### src/rtl/approx_add_err_monitor.sv
// rtl/approx_add_err_monitor.sv - windowed error statistics for WIDTH-bit approximate adders
// Two-stage pipeline (abs error, then accumulate) under an IDLE/RUN/DRAIN/DONE control FSM.
module approx_add_err_monitor #(
  parameter int WIDTH    = 16,
  parameter int WIN_LOG2 = 10
) (
  input  logic                        clk,
  input  logic                        rst,
  input  logic                        start,
  input  logic                        in_valid,
  output logic                        in_ready,
  input  logic [WIDTH-1:0]            in_a,
  input  logic [WIDTH-1:0]            in_b,
  input  logic [WIDTH:0]              in_o,
  output logic                        busy,
  output logic                        res_valid,
  input  logic                        res_ack,
  output logic [WIDTH+WIN_LOG2:0]     res_sae,
  output logic [WIDTH:0]              res_mae,
  output logic [WIDTH:0]              res_wce,
  output logic [WIDTH-1:0]            res_wce_a,
  output logic [WIDTH-1:0]            res_wce_b,
  output logic [WIN_LOG2:0]           res_ecnt
);

  localparam int SW = WIDTH + 1 + WIN_LOG2;
  localparam int CW = WIN_LOG2 + 1;
  localparam logic [CW-1:0] LAST = CW'((1 << WIN_LOG2) - 1);

  typedef enum logic [1:0] {S_IDLE, S_RUN, S_DRAIN, S_DONE} state_t;
  state_t state;

  logic [CW-1:0]    cnt;
  logic             s1_valid, s2_valid;
  logic [WIDTH:0]   s1_d;
  logic [WIDTH-1:0] s1_a, s1_b;

  logic             accept;
  logic [WIDTH:0]   exact;
  logic [WIDTH:0]   abs_err;

  assign accept  = in_valid & in_ready;
  assign exact   = {1'b0, in_a} + {1'b0, in_b};
  // Magnitude of the signed difference; the compare picks the non-negative direction.
  assign abs_err = (exact >= in_o) ? (exact - in_o) : (in_o - exact);
  assign res_mae = res_sae[SW-1:WIN_LOG2];

  always_ff @(posedge clk) begin
    if (rst) begin
      state     <= S_IDLE;
      in_ready  <= 1'b0;
      busy      <= 1'b0;
      res_valid <= 1'b0;
      cnt       <= '0;
      s1_valid  <= 1'b0;
      s2_valid  <= 1'b0;
      s1_d      <= '0;
      s1_a      <= '0;
      s1_b      <= '0;
      res_sae   <= '0;
      res_wce   <= '0;
      res_wce_a <= '0;
      res_wce_b <= '0;
      res_ecnt  <= '0;
    end else begin
      s1_valid <= accept;
      s2_valid <= s1_valid;
      if (accept) begin
        s1_d <= abs_err;
        s1_a <= in_a;
        s1_b <= in_b;
      end

      // Strict greater-than keeps the earliest sample on ties.
      if (s1_valid) begin
        res_sae <= res_sae + SW'(s1_d);
        if (s1_d != '0)
          res_ecnt <= res_ecnt + CW'(1);
        if (s1_d > res_wce) begin
          res_wce   <= s1_d;
          res_wce_a <= s1_a;
          res_wce_b <= s1_b;
        end
      end

      case (state)
        S_IDLE: begin
          if (start) begin
            res_sae   <= '0;
            res_wce   <= '0;
            res_wce_a <= '0;
            res_wce_b <= '0;
            res_ecnt  <= '0;
            cnt       <= '0;
            in_ready  <= 1'b1;
            busy      <= 1'b1;
            state     <= S_RUN;
          end
        end
        S_RUN: begin
          if (accept) begin
            cnt <= cnt + CW'(1);
            if (cnt == LAST) begin
              in_ready <= 1'b0;
              state    <= S_DRAIN;
            end
          end
        end
        S_DRAIN: begin
          if (!s1_valid && !s2_valid) begin
            busy      <= 1'b0;
            res_valid <= 1'b1;
            state     <= S_DONE;
          end
        end
        S_DONE: begin
          if (res_ack) begin
            res_valid <= 1'b0;
            state     <= S_IDLE;
          end
        end
        default: state <= S_IDLE;
      endcase
    end
  end

endmodule

### config.mk
export PLATFORM = sky130hd
export DESIGN_NAME = approx_add_err_monitor
export DESIGN_NICKNAME = d
export VERILOG_FILES = /design/src/rtl/approx_add_err_monitor.sv
export SDC_FILE = /design/constraint.sdc
export NUM_CORES = 1
export LEC_CHECK = 0
export ABC_AREA = 1
export ABC_CLOCK_PERIOD_IN_PS = 3350
export BUFFER_PORTS_ARGS = -buffer_cell sky130_fd_sc_hd__buf_2
export CORE_ASPECT_RATIO = 1.25
export CORE_MARGIN = 8
export CORE_UTILIZATION = 53
export DETAILED_ROUTE_END_ITERATION = 16
export PLACE_DENSITY = 0.83
export SYNTH_ARGS = -nofsm -noshare
export SYNTH_HDL_FRONTEND = slang
export SYNTH_SLANG_ARGS = --single-unit
### constraint.sdc
create_clock -name clk -period 3.35 [get_ports clk]
set_input_delay 0.335 -clock clk [delete_from_list [all_inputs] [get_ports clk]]
set_output_delay 0.335 -clock clk [all_outputs]
set_load 0.01 [all_outputs]
==> results_tabular.tex <==
\begin{tabular}{lr}
\hline
Metric & Value \\
\hline
\multicolumn{2}{l}{\textbf{GRT}} \\
Largest net degree at the start of global routing & 55 \\
Congestion Overflow GR & 0 \\
Global-route wire length before repair & around 50000 um \\
Via count of the first global-routing pass & about 11000 \\
Number of antenna violations at the first check in global routing & 1 \\
GR Util All Layers & 0.241 \\
\multicolumn{2}{l}{\textbf{Pwr}} \\
Part of the power in registers & 0.311 \\
Fraction of power spent switching nets & 0.404 \\
Power density relative to cell area & around 540 mW/mm\^{}2 \\
Internal power of the cells & about 4200 uW \\
Combinational share of power & 0.411 \\
Worst IR drop on VDD & roughly 0.42 mV \\
Reported leakage power & 0.00746 uW \\
Overall Power & 7050 uW \\
NetSw & about 2800 uW \\
Part of the total power dissipated in the clock network & 0.277 \\
\multicolumn{2}{l}{\textbf{Drt}} \\
Via count & approximately 11000 \\
Length of routed met2 wiring & 15900 um \\
First DRT Iteration DRCs & between 600 and 700 \\
Top layer reached by signal wires & met5 \\
Pre-antenna DRT Iters & 7 \\
Routed wire length & 31100 um \\
Metal-1 WL & 12400 um \\
Per-cell via count in the routed design & approximately 5 \\
DR DRC count & 0 \\
Met3 WL & between 1500 and 2000 um \\
Average wire per standard cell & between 10 and 15 um \\
Number of routed nets with antenna violations & 0 \\
\multicolumn{2}{l}{\textbf{Cells and area}} \\
Final-layout fill cell count & approximately 1900 \\
Total inserted antenna cells & 0 \\
Final standard cell count with taps included and fillers excluded & $\sim$2300 \\
Fraction of final layout cells sized beyond drive strength 1 & 0.162 \\
Number of nets in the layout & 2149 \\
Syn-to-layout area delta & 19.9\% \\
Final core utilization & 0.650 \\
\multicolumn{2}{l}{\textbf{Critical path}} \\
Kind of critical path & in2reg \\
Reg-to-reg startpoint & res\_wce[16]\$\_SDFF\_PP0\_ \\
Highest-delay cell along the critical path & sky130\_fd\_sc\_hd\_\_fa\_1 \\
Crit-path most repeated cell & sky130\_fd\_sc\_hd\_\_nand2\_1 \\
Stage delay of the slowest cell on the critical path & 410 ps \\
CP max FO & 7 \\
Buf/Inv on CP & 6 \\
Nature of the critical path endpoint & flip-flop \\
Data arrival time of the worst path & roughly 3400 ps \\
Cell-by-cell trace of the critical path & buf\_2 > ha\_1 > fa\_1 > nand3\_1 > nand2\_1 > nand3\_1 > nand3\_1 > buf\_4 > xor2\_1 > buf\_4 > ha\_1 > nand2\_1 > inv\_2 > nand2\_1 > nand2\_1 > nand2\_1 > nand2\_1 > nor2\_4 > nand2\_4 > buf\_4 > nand2\_1 > nand3\_1 > nand2\_1 > inv\_1 \\
Family with the most delay on the worst path & simple AND/OR/NAND/NOR gates \\
Kind of start point of the critical path & input port \\
Endpoint of the lowest-slack register-to-register path & res\_wce[9]\$\_SDFF\_PP0\_ \\
Data required, critical path & 3680 ps \\
Register-to-Register Setup Slack & 920 ps \\
Logic depth of the worst register-to-register path & 11 \\
\multicolumn{2}{l}{\textbf{Placement}} \\
Setup WS pre-CTS & -298 ps \\
Estimated wirelength of the detail-placed design & 24900 um \\
Routability cong. & 0.980 \\
PortBufs & 160 \\
Cell count after placement & 2246 \\
\multicolumn{2}{l}{\textbf{Timing}} \\
Fin. Hold Viols & 0 \\
Final worst slack & roughly 270 ps \\
Final-report max-slew violation count & 0 \\
Final Critical Period & between 3000 and 4000 ps \\
Slew headroom & 0.524 \\
Total setup violations reported at the end of the flow & 0 \\
Highest attainable clock frequency & roughly 330 MHz \\
Worst clock skew & $\sim$18 ps \\
Sum Neg Setup Slack & 0 ps \\
Unrepaired setup endpoints after global routing & no \\
Period utilisation layout & 0.918 \\
Slew at the pin closest to its max-slew limit & between 700 and 800 ps \\
\multicolumn{2}{l}{\textbf{CTS}} \\
Number of clock buffers inserted by TritonCTS & 17 \\
Number of H-tree levels & 4 \\
Clock tree root driver cell & sky130\_fd\_sc\_hd\_\_clkbuf\_16 \\
Clock sink total & roughly 150 \\
Hold buffer count at CTS & 0 \\
Clock latency on the worst-skew pair & approximately 440 ps \\
Maximum buffer depth of the clock tree & 2 \\
CTS tree & done \\
Clock slew seen by the registers of the worst setup and hold paths & 70 ps \\
\multicolumn{2}{l}{\textbf{Run}} \\
Count of max-cap constraint violations & 0 \\
\multicolumn{2}{l}{\textbf{Synth}} \\
Compound-Gate Fraction of Synth Area & 0.0966 \\
Cell type with the largest total area after synthesis & sky130\_fd\_sc\_hd\_\_dfxtp\_1 \\
Synthesized area & between 0.01 and 0.015 mm\^{}2 \\
Synth Area in Adders & 0.109 \\
Number of distinct library cell variants in the gate-level netlist after synthesis & 41 \\
Ranking of synthesized cells by area & sky130\_fd\_sc\_hd\_\_dfxtp\_1 28\%, sky130\_fd\_sc\_hd\_\_nand2\_1 18\%, sky130\_fd\_sc\_hd\_\_nor2\_1 10\% \\
Number of enable flip-flop cells after synthesis & 0 \\
Gate count after technology mapping & $\sim$1800 \\
Fraction of registers with async set/reset & 0 \\
Xor/xnor cell area share of the yosys netlist & 0.0280 \\
Combinational family with the most area after synthesis & simple AND/OR/NAND/NOR gates \\
Yosys warns & 0 \\
Simple-gate area share of the yosys netlist & 0.359 \\
Top cells by count, synth & 522 x sky130\_fd\_sc\_hd\_\_nand2\_1, 297 x sky130\_fd\_sc\_hd\_\_nor2\_1, 260 x sky130\_fd\_sc\_hd\_\_inv\_1 \\
Share of the synthesized area in the top cell type & 0.282 \\
Number of synthesized register bits & between 150 and 200 \\
Dominant register cell in the synthesized netlist & sky130\_fd\_sc\_hd\_\_dfxtp\_1 \\
Cell with the most instances after synthesis & sky130\_fd\_sc\_hd\_\_nand2\_1 \\
Share of synthesized area spent on multiplexers & 0 \\
Sequential area share after synthesis & 0.282 \\
Syn\_area\_per\_cell & $\sim$6 um\^{}2 \\
Synthesized net count & between 1500 and 2000 \\
\multicolumn{2}{l}{\textbf{Floorplanning}} \\
Number of cell rows & 58 \\
Floorplan core area & 0.0202 mm\^{}2 \\
Starting utilization of the core area & 0.542 \\
Total I/O pin count & approximately 160 \\
Die area & roughly 0.026 mm\^{}2 \\
Height of the die & between 150 and 200 um \\
Chip width & roughly 140 um \\
\multicolumn{2}{l}{\textbf{Hold path}} \\
WHS Endpoint & s1\_b[8]\$\_SDFFE\_PP0P\_ \\
Worst hold path startpoint & in\_b[8] \\
Hold Path Class & in2reg \\
Instance count along the most critical hold path & 3 \\
\multicolumn{2}{l}{\textbf{Outcome}} \\
Status & finished clean \\
\hline
\end{tabular}
## repair_timing
| item | CTS | global route |
|---|---|---|
| setup buffers | 0 | 6 |
| hold endpoints to repair | 0 | 0 |
| setup endpoints to repair | 0 | 16 |
| resized for setup | 0 | 9 |
## worst max path at each step
stage | from | endpoint | cells after the start
2_1_floorplan | in_a[0] | s1_d[15]$_SDFFE_PP0P_ | 25
3_3_place_gp | in_a[0] | s1_d[11]$_SDFFE_PP0P_ | 22
3_5_place_dp | in_a[0] | s1_d[15]$_SDFFE_PP0P_ | 25
4_1_cts | in_a[0] | s1_d[15]$_SDFFE_PP0P_ | 25
5_1_grt | in_a[0] | s1_d[16]$_SDFFE_PP0P_ | 22
6_report | in_a[0] | s1_d[15]$_SDFFE_PP0P_ | 24
## power by group through the flow
| stage | clock, uW | sequential, uW | combinational, uW |
|---|---|---|---|
| 5_1_grt | 2050 | 2220 | 3270 |
| 3_3_place_gp | 0 | 2230 | 2770 |
| 4_1_cts | 1970 | 2190 | 2850 |
| 2_1_floorplan | 0 | 2220 | 1960 |
| 3_5_place_dp | 0 | 2230 | 2830 |
| 6_report | 1950 | 2190 | 2900 |
## cells in the final DEF (no fill, tap or decap), drive strengths merged, types with 2 or more instances in the layout
cell and n:
clkinv 6, ha 89, o211a 2, clkbuf 18
o211ai 3, xor2 31, or2 6, o21ai 85
nand4 18, buf 258, a21oi 98, dfxtp 154
nand3 93, nand3b 4, nor3 17, nor2 301
nand2 529, inv 276, o21bai 2, xnor2 4
and2 5, a21o 6, fa 4
## registers in the layout (all words and copies together), names as in the netlist, 2 cells and up
register	count
res_sae	27
res_wce	17
s1_d	17
res_wce_a	16
res_wce_b	16
s1_a	16
s1_b	16
cnt	11
res_ecnt	11
state	2
## cell families (layout without fill, tap and decap cells)
logic type	count (synthesis)	after routing
DFF	154	154
adders and majority gates	93	93
buffers and inverters	335	559
AOI/OAI and AO/OA	200	200
xor gates and xnor gates	35	35
and+or+nand+nor	973	974
## stage by stage
step / instance area [um^2] / hold WS (ps)
3_5_place_dp: 12400 / 450
5_1_grt: 13100 / 231
4_1_cts: 13000 / 169
3_3_place_gp: 12400 / 447
6_report: 13100 / 172
2_1_floorplan: 10900 / 455
## metal layers
layer  vias up  GRT usage
li1       5965          -
met1      5101      0.261
met2       307      0.449
met3        74     0.0373
met4         2      0.107
met5         -          0
## final cells by class
class | instances | area, um^2 | area share
repair buffers | 258 | 1550 | 0.118
multi-input cells | 1302 | 6530 | 0.498
inverters | 269 | 1010 | 0.0772
clock buffers | 18 | 429 | 0.0327
clock inverters | 14 | 176 | 0.0135
well taps | 270 | 338 | 0.0258
flip-flops and latches | 154 | 3080 | 0.235
## worst register-to-register path, cell delays in order (launching register included)
cell,delay (ps)
sky130_fd_sc_hd__dfxtp_1,380
sky130_fd_sc_hd__inv_1,70
sky130_fd_sc_hd__ha_1,320
sky130_fd_sc_hd__a21oi_1,150
sky130_fd_sc_hd__o21ai_0,90
sky130_fd_sc_hd__a21oi_1,240
sky130_fd_sc_hd__nand3_1,260
sky130_fd_sc_hd__nand3_4,280
sky130_fd_sc_hd__buf_4,320
sky130_fd_sc_hd__nand2_1,100
sky130_fd_sc_hd__nand2_1,70
sky130_fd_sc_hd__nor2_1,50
No activity file was read; power rests on OpenSTA's default activity.
